### config.mk
export PLATFORM = sky130hd
export DESIGN_NAME = way_refill_ctrl
export DESIGN_NICKNAME = d
export VERILOG_FILES = /design/src/rtl/way_refill_ctrl_pkg.sv /design/src/rtl/gnrl_dfflr.sv /design/src/rtl/way_refill_ctrl_pri_enc4.sv /design/src/rtl/way_refill_ctrl.sv
export SDC_FILE = /design/constraint.sdc
export NUM_CORES = 1
export LEC_CHECK = 0
export ABC_AREA = 0
export CAP_MARGIN = 20
export CORE_AREA = 2 2 147 149
export CTS_CLUSTER_DIAMETER = 30
export DETAILED_ROUTE_END_ITERATION = 8
export DIE_AREA = 0 0 149 151
export HOLD_SLACK_MARGIN = 0.08
export PLACE_DENSITY = 0.77
export SYNTH_ARGS = -nofsm -noshare
export SYNTH_HDL_FRONTEND = slang
export SYNTH_SLANG_ARGS = --single-unit
### constraint.sdc
create_clock -name clk -period 4.53 [get_ports clk]
set_clock_uncertainty 0.05 [all_clocks]
set_input_delay 1.1325 -clock clk [delete_from_list [all_inputs] [get_ports clk]]
set_output_delay 1.1325 -clock clk [all_outputs]
set_load 0.02 [all_outputs]
### src/rtl/way_refill_ctrl_pkg.sv
// Shared constants for the way refill controller: way geometry and FSM encoding.
package way_refill_ctrl_pkg;

    localparam int WAY_NUM   = 4;
    localparam int WAY_IDX_W = 2;

    localparam logic [1:0] ST_IDLE = 2'd0;
    localparam logic [1:0] ST_REQ  = 2'd1;
    localparam logic [1:0] ST_WAIT = 2'd2;
    localparam logic [1:0] ST_FILL = 2'd3;

    typedef logic [WAY_IDX_W-1:0] way_idx_t;

endpackage

### src/rtl/gnrl_dfflr.sv
// Generic load-enabled flop with asynchronous active-low reset to zero.
module gnrl_dfflr #(
    parameter int DW = 1
) (
    input  logic          clk,
    input  logic          rst_n,
    input  logic          lden,
    input  logic [DW-1:0] dnxt,
    output logic [DW-1:0] qout
);

    always_ff @(posedge clk or negedge rst_n) begin
        if (!rst_n) begin
            qout <= '0;
        end else if (lden) begin
            qout <= dnxt;
        end
    end

endmodule

### src/rtl/way_refill_ctrl_pri_enc4.sv
// 4-bit lowest-set-bit encoder; also flags any-set and more-than-one-set.
module way_pri_enc4
    import way_refill_ctrl_pkg::*;
(
    input  logic [WAY_NUM-1:0] vec,
    output way_idx_t           idx,
    output logic               any,
    output logic               multi
);

    // Scan high to low so the lowest set bit wins.
    always_comb begin
        idx = '0;
        for (int i = WAY_NUM - 1; i >= 0; i--) begin
            if (vec[i]) begin
                idx = WAY_IDX_W'(i);
            end
        end
    end

    assign any   = |vec;
    assign multi = |(vec & (vec - WAY_NUM'(1)));

endmodule

### src/rtl/way_refill_ctrl.sv
// Blocking miss/refill controller for a 4-way set array, driving the PLRU and a refill channel.
// Optional macro WAY_REFILL_INVALID_FIRST_EN: on a miss, prefer the lowest invalid way over the PLRU victim.
module way_refill_ctrl
    import way_refill_ctrl_pkg::*;
#(
    parameter int ADDR_WIDTH = 32,
    parameter int LINE_WIDTH = 128
) (
    input  logic                  clk,
    input  logic                  rst_n,
    input  logic                  i_lkup_vld,
    input  logic [ADDR_WIDTH-1:0] i_lkup_addr,
    input  logic [WAY_NUM-1:0]    i_lkup_hit_vec,
`ifdef WAY_REFILL_INVALID_FIRST_EN
    input  logic [WAY_NUM-1:0]    i_way_valid,
`endif
    output logic                  o_lkup_rdy,
    output logic                  o_plru_hit,
    output logic [WAY_IDX_W-1:0]  o_plru_hit_idx,
    output logic                  o_plru_req,
    input  logic [WAY_IDX_W-1:0]  i_plru_replace_idx,
    output logic                  o_mem_req_vld,
    output logic [ADDR_WIDTH-1:0] o_mem_req_addr,
    input  logic                  i_mem_req_rdy,
    input  logic                  i_mem_rsp_vld,
    input  logic [LINE_WIDTH-1:0] i_mem_rsp_data,
    output logic                  o_fill_vld,
    output logic [WAY_IDX_W-1:0]  o_fill_way,
    output logic [ADDR_WIDTH-1:0] o_fill_addr,
    output logic [LINE_WIDTH-1:0] o_fill_data,
    output logic                  o_multi_hit_err
);

    logic [1:0]            state;
    logic [1:0]            state_nxt;
    logic                  is_idle;
    logic                  is_req;
    logic                  is_wait;
    logic                  is_fill;
    logic                  lkup_acc;
    logic                  miss_acc;
    logic                  rsp_load;
    way_idx_t              hit_idx;
    logic                  hit_any;
    logic                  hit_multi;
    way_idx_t              victim_nxt;
    way_idx_t              victim;
    logic [ADDR_WIDTH-1:0] addr_q;
    logic [LINE_WIDTH-1:0] data_q;
    logic                  err_q;

    assign is_idle  = (state == ST_IDLE);
    assign is_req   = (state == ST_REQ);
    assign is_wait  = (state == ST_WAIT);
    assign is_fill  = (state == ST_FILL);

    assign lkup_acc = i_lkup_vld & is_idle;
    assign miss_acc = lkup_acc & ~hit_any;
    // Responses outside WAIT (e.g. before the request handshake) are dropped.
    assign rsp_load = is_wait & i_mem_rsp_vld;

    way_pri_enc4 u_hit_enc (
        .vec   (i_lkup_hit_vec),
        .idx   (hit_idx),
        .any   (hit_any),
        .multi (hit_multi)
    );

`ifdef WAY_REFILL_INVALID_FIRST_EN
    way_idx_t inv_idx;
    logic     inv_any;
    logic     inv_multi;

    way_pri_enc4 u_inv_enc (
        .vec   (~i_way_valid),
        .idx   (inv_idx),
        .any   (inv_any),
        .multi (inv_multi)
    );

    // An invalid victim is reported as a hit so the PLRU marks it MRU.
    assign o_plru_hit     = (lkup_acc & hit_any) | (miss_acc & inv_any);
    assign o_plru_hit_idx = hit_any ? hit_idx : inv_idx;
    assign o_plru_req     = miss_acc & ~inv_any;
    assign victim_nxt     = inv_any ? inv_idx : i_plru_replace_idx;
`else
    assign o_plru_hit     = lkup_acc & hit_any;
    assign o_plru_hit_idx = hit_idx;
    assign o_plru_req     = miss_acc;
    assign victim_nxt     = i_plru_replace_idx;
`endif

    always_comb begin
        state_nxt = state;
        case (state)
            ST_IDLE: if (miss_acc)      state_nxt = ST_REQ;
            ST_REQ:  if (i_mem_req_rdy) state_nxt = ST_WAIT;
            ST_WAIT: if (i_mem_rsp_vld) state_nxt = ST_FILL;
            ST_FILL:                    state_nxt = ST_IDLE;
            default:                    state_nxt = ST_IDLE;
        endcase
    end

    gnrl_dfflr #(.DW(2)) u_state (
        .clk (clk), .rst_n (rst_n), .lden (1'b1), .dnxt (state_nxt), .qout (state)
    );

    // Victim is sampled before the PLRU updates at this same edge.
    gnrl_dfflr #(.DW(WAY_IDX_W)) u_victim (
        .clk (clk), .rst_n (rst_n), .lden (miss_acc), .dnxt (victim_nxt), .qout (victim)
    );

    gnrl_dfflr #(.DW(ADDR_WIDTH)) u_addr (
        .clk (clk), .rst_n (rst_n), .lden (miss_acc), .dnxt (i_lkup_addr), .qout (addr_q)
    );

    gnrl_dfflr #(.DW(LINE_WIDTH)) u_data (
        .clk (clk), .rst_n (rst_n), .lden (rsp_load), .dnxt (i_mem_rsp_data), .qout (data_q)
    );

    gnrl_dfflr #(.DW(1)) u_err (
        .clk (clk), .rst_n (rst_n), .lden (lkup_acc & hit_multi), .dnxt (1'b1), .qout (err_q)
    );

    assign o_lkup_rdy      = is_idle;
    assign o_mem_req_vld   = is_req;
    assign o_mem_req_addr  = addr_q;
    assign o_fill_vld      = is_fill;
    assign o_fill_way      = victim;
    assign o_fill_addr     = addr_q;
    assign o_fill_data     = data_q;
    assign o_multi_hit_err = err_q;

endmodule

* Word level (Yosys, flattened, before mapping)
Index checks and enable logic that the tools add are counted.
** Operators by class
- Add/subtract/negate cells :: 1
- Eq/ne operators :: 6
- Muxes and demuxes :: 8
- Bitwise logic cells :: 7
- Reduce and logical (&&, ||, !) cells :: 4
** Operators with widths (number)
- $mux 2 :: 7
- $pmux 2 s4 :: 1
- $reduce_or 4->1 :: 2
- $and 1x1->1 :: 5
- $and 4x4->4 :: 1
- $eq 2x2->1 const B :: 2
- $ne 2x2->1 const B :: 2
- $sub 4x1->4 const B :: 1
- $reduce_and 3->1 :: 1
- $eq 2x1->1 const B :: 1
- $logic_not 2->1 :: 1
- $ne 2x1->1 const B :: 1
- $not 1->1 :: 1
** Word-level totals
- Bits in registers :: 165
- Input port bits :: 171
- Word-level logic and storage cells :: 31

* Depth between registers and ports, before layout
Gate-level depths: netlist of run 1.
- Depth in word-level cells :: 5
- Depth in mapped cells :: 6
- Mapped depth without buffers :: 5

* By module
A second synthesis of run 1 with hierarchy kept.
** Unflattened totals
- Cell total of the unflattened synthesis :: 402
- Area total of the unflattened synthesis :: 6723.9 µm²
** By module, submodules not included
- gnrl_dfflr at u_data :: instances 1, cells each 270, area each 4822.1 µm², seq. area each 3203.1 µm²
- gnrl_dfflr at u_addr :: instances 1, cells each 68, area each 1345.0 µm², seq. area each 800.8 µm²
- way_refill_ctrl :: instances 1, cells each 44, area each 324.1 µm², seq. area each 0.0 µm²
- gnrl_dfflr at u_state ... :: instances 2, cells each 4, area each 72.6 µm², seq. area each 50.0 µm²
- way_pri_enc4 :: instances 1, cells each 10, area each 47.5 µm², seq. area each 0.0 µm²
- gnrl_dfflr at u_err :: instances 1, cells each 2, area each 40.0 µm², seq. area each 25.0 µm²

* Least setup slack after synthesis of run 1
OpenSTA, ideal clock, no wires.
- Kind :: input port to output port
- Start point :: in i_lkup_hit_vec[0]
- End point :: out o_plru_req
- Arrival :: 2.152 ns
- Path slack :: 1.196 ns
- Stages :: 3
- Path buffers :: 1
- Cells stage by stage :: or4_4 > nor2_2 > buf_6
** Between the ends
- Word-level cells in the longest chain between the ends :: 3
** RTL lines
- start: declaration :: line way_refill_ctrl.sv:13 : input logic [WAY_NUM-1:0] i_lkup_hit_vec,
- $reduce_or 4->1 :: line way_refill_ctrl_pri_enc4.sv:21 : assign any = |vec;
- $not 1->1 :: line way_refill_ctrl.sv:58 : assign miss_acc = lkup_acc & ~hit_any;
- $and 1x1->1 :: line way_refill_ctrl.sv:58
- end: declaration :: line way_refill_ctrl.sv:20 : output logic o_plru_req,
No other way between the ends.

* Final worst setup path of run 1
- Start point :: in i_lkup_hit_vec[0]
- End point :: out o_plru_hit
** Between the ends
- Word-level cells in the longest chain between the ends :: 2
** RTL lines
- $reduce_or 4->1 :: line way_refill_ctrl_pri_enc4.sv:21
- $and 1x1->1 :: line way_refill_ctrl.sv:87 : assign o_plru_hit = lkup_acc & hit_any;
- end: declaration :: line way_refill_ctrl.sv:18 : output logic o_plru_hit,
No other way between the ends.

==> results.cfg, run 1 <==
[synth]
synth_fp_nets = 580
synthMuxAreaShare = 0.285
ys_seq_elements = 165
syn_area_mm2 = 0.00648
synth_cell_types = 19
synth_xor_area_frac = 0
synthAdderAreaFrac = 0.00965
synthSimpleGateAreaFrac = 0.0112
ys_seq_area_frac = 0.637
synth_top_family_by_area = multiplexers
synth.avg_cell_area_um2 = 16.0
synthCells = 404
synth_compound_gate_area_share = 0.00598
yosysWarnings = 0

[final_layout]
final_common_cell = clkdlybuf4s50_1
final_cell_mix = clkdlybuf4s50_1, dfrtp_1, mux2_2
layout.nets = 926
syn_to_final_growth_pct = 67.8
drive_gt1_frac = 0.265

[floorplan]
coreArea_mm2 = 0.0208
die_w_um = 149
io_pins = 373
start_util = 0.311
rows = 53
die_area_mm2 = 0.0225
dieHeight_um = 151

[worst_setup_path]
cp_max_fo = 4
r2r_cells = 5
ff2ff_setup_slack_ns = 2.46
cp_slowest_stage_delay_ns = 0.60
r2r_end = u_data.qout[72]
crit_family = buffers and inverters
r2r-start = u_state.qout[0]
end_kind = output port
critPathArrivalTime_ns = 2.91
start_kind = input port
path_class = in -> out
critical_path_depth = 4
worst-path-buf-inv = 2
required_ns = 3.35
path_cells = clkdlybuf4s50_1, or4_4, nor2b_1, clkdlybuf4s50_1
critPathMostFrequentCell = clkdlybuf4s50_1
slowest_stage = or4_4

[clock_tree]
cts.sinks = 165
clk_pin_slew_ns = 0.07
cts_buffers = 17
htree_num_levels = 4
clkLatencyLatePin_ns = 0.41
cts_root_buf = clkbuf_16
ctsLongestPathBuffers = 2
postCtsResizedCells = 0
ctsHoldBuffers = 0
cts_tree = done
postCtsSetupBuffers = 0

[timing]
fmax_mhz = 244
hold_viol_final = 0
min_period_ns = 4.10
tightest_slew_ns = 0.847
post-route-period-util = 0.904
rsz0062_at_grt = no
fin_hold_ws_ns = 0.453
drv_slew = 0
fin_tns_setup_ns = 0
setup_viol = 0
slew_headroom = 0.435

[global_route]
grt_pass1_vias = 4822
grt_max_degree = 129
antenna_found_initial = 0
grt_pass1_wl_um = 26600
grt_use_total = 0.155
gr-total-overflow = 0

[power_and_ir_drop]
intPower_mw = 5.23
leakage_nw = 4.55
p_clk_frac = 0.173
peakVddDrop_uv = 377
pwr_density_cell_mw_per_mm2 = 752
switchingPower_mw = 2.95
swShare = 0.360
combPwrFrac = 0.509
power_frac_seq = 0.318

[run]
drv_cap = 0

[detailed_routing]
avgViaCountPerCell = 4.41
drt.antenna.violating_nets = 0
vias = 4586
firstDrtPassIters = 4
post_drt_wl_per_cell_um = 16.9
route.detailed.drc = 0
finalWirelength_um = 17500
drt_iter0_drc = 109

[worst_hold_path]
holdPathStages = 1
hold_class = reg -> reg
hold_start = u_data.qout[109]
holdPathEnd = u_data.qout[109]

[status]
status = completed

[placement]
hpwlAfterDp_um = 13200
gp_congestion = 0.745
io_buffer_count = 372
## synth_stat cells
| master | instances | area [um2] |
|---|---|---|
| dfrtp_1 | 165 | 4130 |
| mux2_2 | 163 | 1840 |
| buf_4 | 33 | 248 |
| clkbuf_1 | 14 | 52.6 |
| ha_1 | 5 | 62.6 |
| nor2b_1 | 4 | 25.0 |
| inv_1 | 3 | 11.3 |
| nor2_1 | 3 | 11.3 |
| a21oi_1 | 2 | 10.0 |
| buf_6 | 2 | 22.5 |
| nand2_1 | 2 | 7.51 |
| a2111o_1 | 1 | 11.3 |
| a41o_1 | 1 | 10.0 |
| mux2i_1 | 1 | 10.0 |
| nor2_2 | 1 | 6.26 |
| nor3_1 | 1 | 5.00 |
| o21bai_1 | 1 | 7.51 |
| or3_1 | 1 | 6.26 |
| or4_4 | 1 | 11.3 |
## power by group through the flow
stage | Sequential [mW] | Combinational [mW] | Clock (mW)
floorplan | 3.48 | 1.31 | 0
global placement | 2.59 | 4.16 | 0
detailed placement | 2.64 | 4.20 | 0
CTS | 2.61 | 4.21 | 1.47
global route | 2.70 | 4.37 | 1.55
finish | 2.60 | 4.16 | 1.42
## logic make-up (layout without fill, tap and decap cells)
| logic type | after synthesis | count (layout) |
|---|---|---|
| muxes | 164 | 164 |
| and+or+nand+nor | 13 | 13 |
| other | 0 | 1 |
| buffers and inverters | 52 | 411 |
| AOI/OAI and AO/OA | 5 | 5 |
| DFF | 165 | 165 |
| adders and majority gates | 5 | 5 |
## metal layers
layer	up-vias	track usage	part of all wire
met3	22	0.0675	0.10
met2	234	0.261	0.51
met1	2267	0.177	0.37
li1	2063	-	-
met4	0	0.0519	0.016
met5	-	0	0
## final cells by class
cell class              count  area, um2
flip-flops and latches    165       4130
diodes                      1       2.50
clock inverters            13        136
repair buffers            376       3780
well taps                 275        344
inverters                   3       11.3
multi-input cells         187       2030
clock buffers              19        443
fillers                  1825       9940
## worst max path at each step
stage	start	end	slack, ns
after floorplan	i_lkup_hit_vec[0]	o_plru_req	1.20
after global placement	i_lkup_hit_vec[0]	o_plru_req	0.45
after detailed placement	i_lkup_hit_vec[0]	o_plru_req	0.44
after CTS	i_lkup_hit_vec[0]	o_plru_hit	0.44
after global routing	i_lkup_hit_vec[0]	o_plru_req	0.40
final	i_lkup_hit_vec[0]	o_plru_hit	0.43
## registers in the layout (all words and copies together) (netlist names)
signal and count:
u_victim.qout 2, u_err.qout 1, u_data.qout 128, u_addr.qout 32, u_state.qout 2
## through the flow
stage / instances / total power, mW / util / cell area [um2] / worst slack [ns]
final: 1039 / 8.18 / 0.522 / 10900 / 0.434
after detailed placement: 1006 / 6.84 / 0.494 / 10300 / 0.443
after floorplan: 404 / 4.78 / - / 6480 / 1.20
after CTS: 1038 / 8.30 / 0.522 / 10900 / 0.442
after global placement: 1006 / 6.76 / 0.494 / 10300 / 0.454
after global routing: 1038 / 8.62 / 0.522 / 10900 / 0.398
Note: power is estimated with default switching activity, not from simulation.
==> run 2: changes to the inputs <==
--- a/config.mk
+++ b/config.mk
@@ -11,6 +11,7 @@
 export CTS_CLUSTER_DIAMETER = 30
 export DETAILED_ROUTE_END_ITERATION = 8
 export DIE_AREA = 0 0 149 151
+export GPL_ROUTABILITY_DRIVEN = 0
 export HOLD_SLACK_MARGIN = 0.08
 export PLACE_DENSITY = 0.77
 export SYNTH_ARGS = -nofsm -noshare
==> results of run 2 <==
No change in the layout: final DEF, timing and power equal those of run 1.
==> run 3: changes to the inputs <==
--- a/config.mk
+++ b/config.mk
@@ -8,7 +8,7 @@
 export ABC_AREA = 0
 export CAP_MARGIN = 20
 export CORE_AREA = 2 2 147 149
-export CTS_CLUSTER_DIAMETER = 30
+export CTS_CLUSTER_DIAMETER = 40
 export DETAILED_ROUTE_END_ITERATION = 8
 export DIE_AREA = 0 0 149 151
 export GPL_ROUTABILITY_DRIVEN = 0
==> results of run 3 <==
No change in the layout: final DEF, timing and power equal those of run 1.
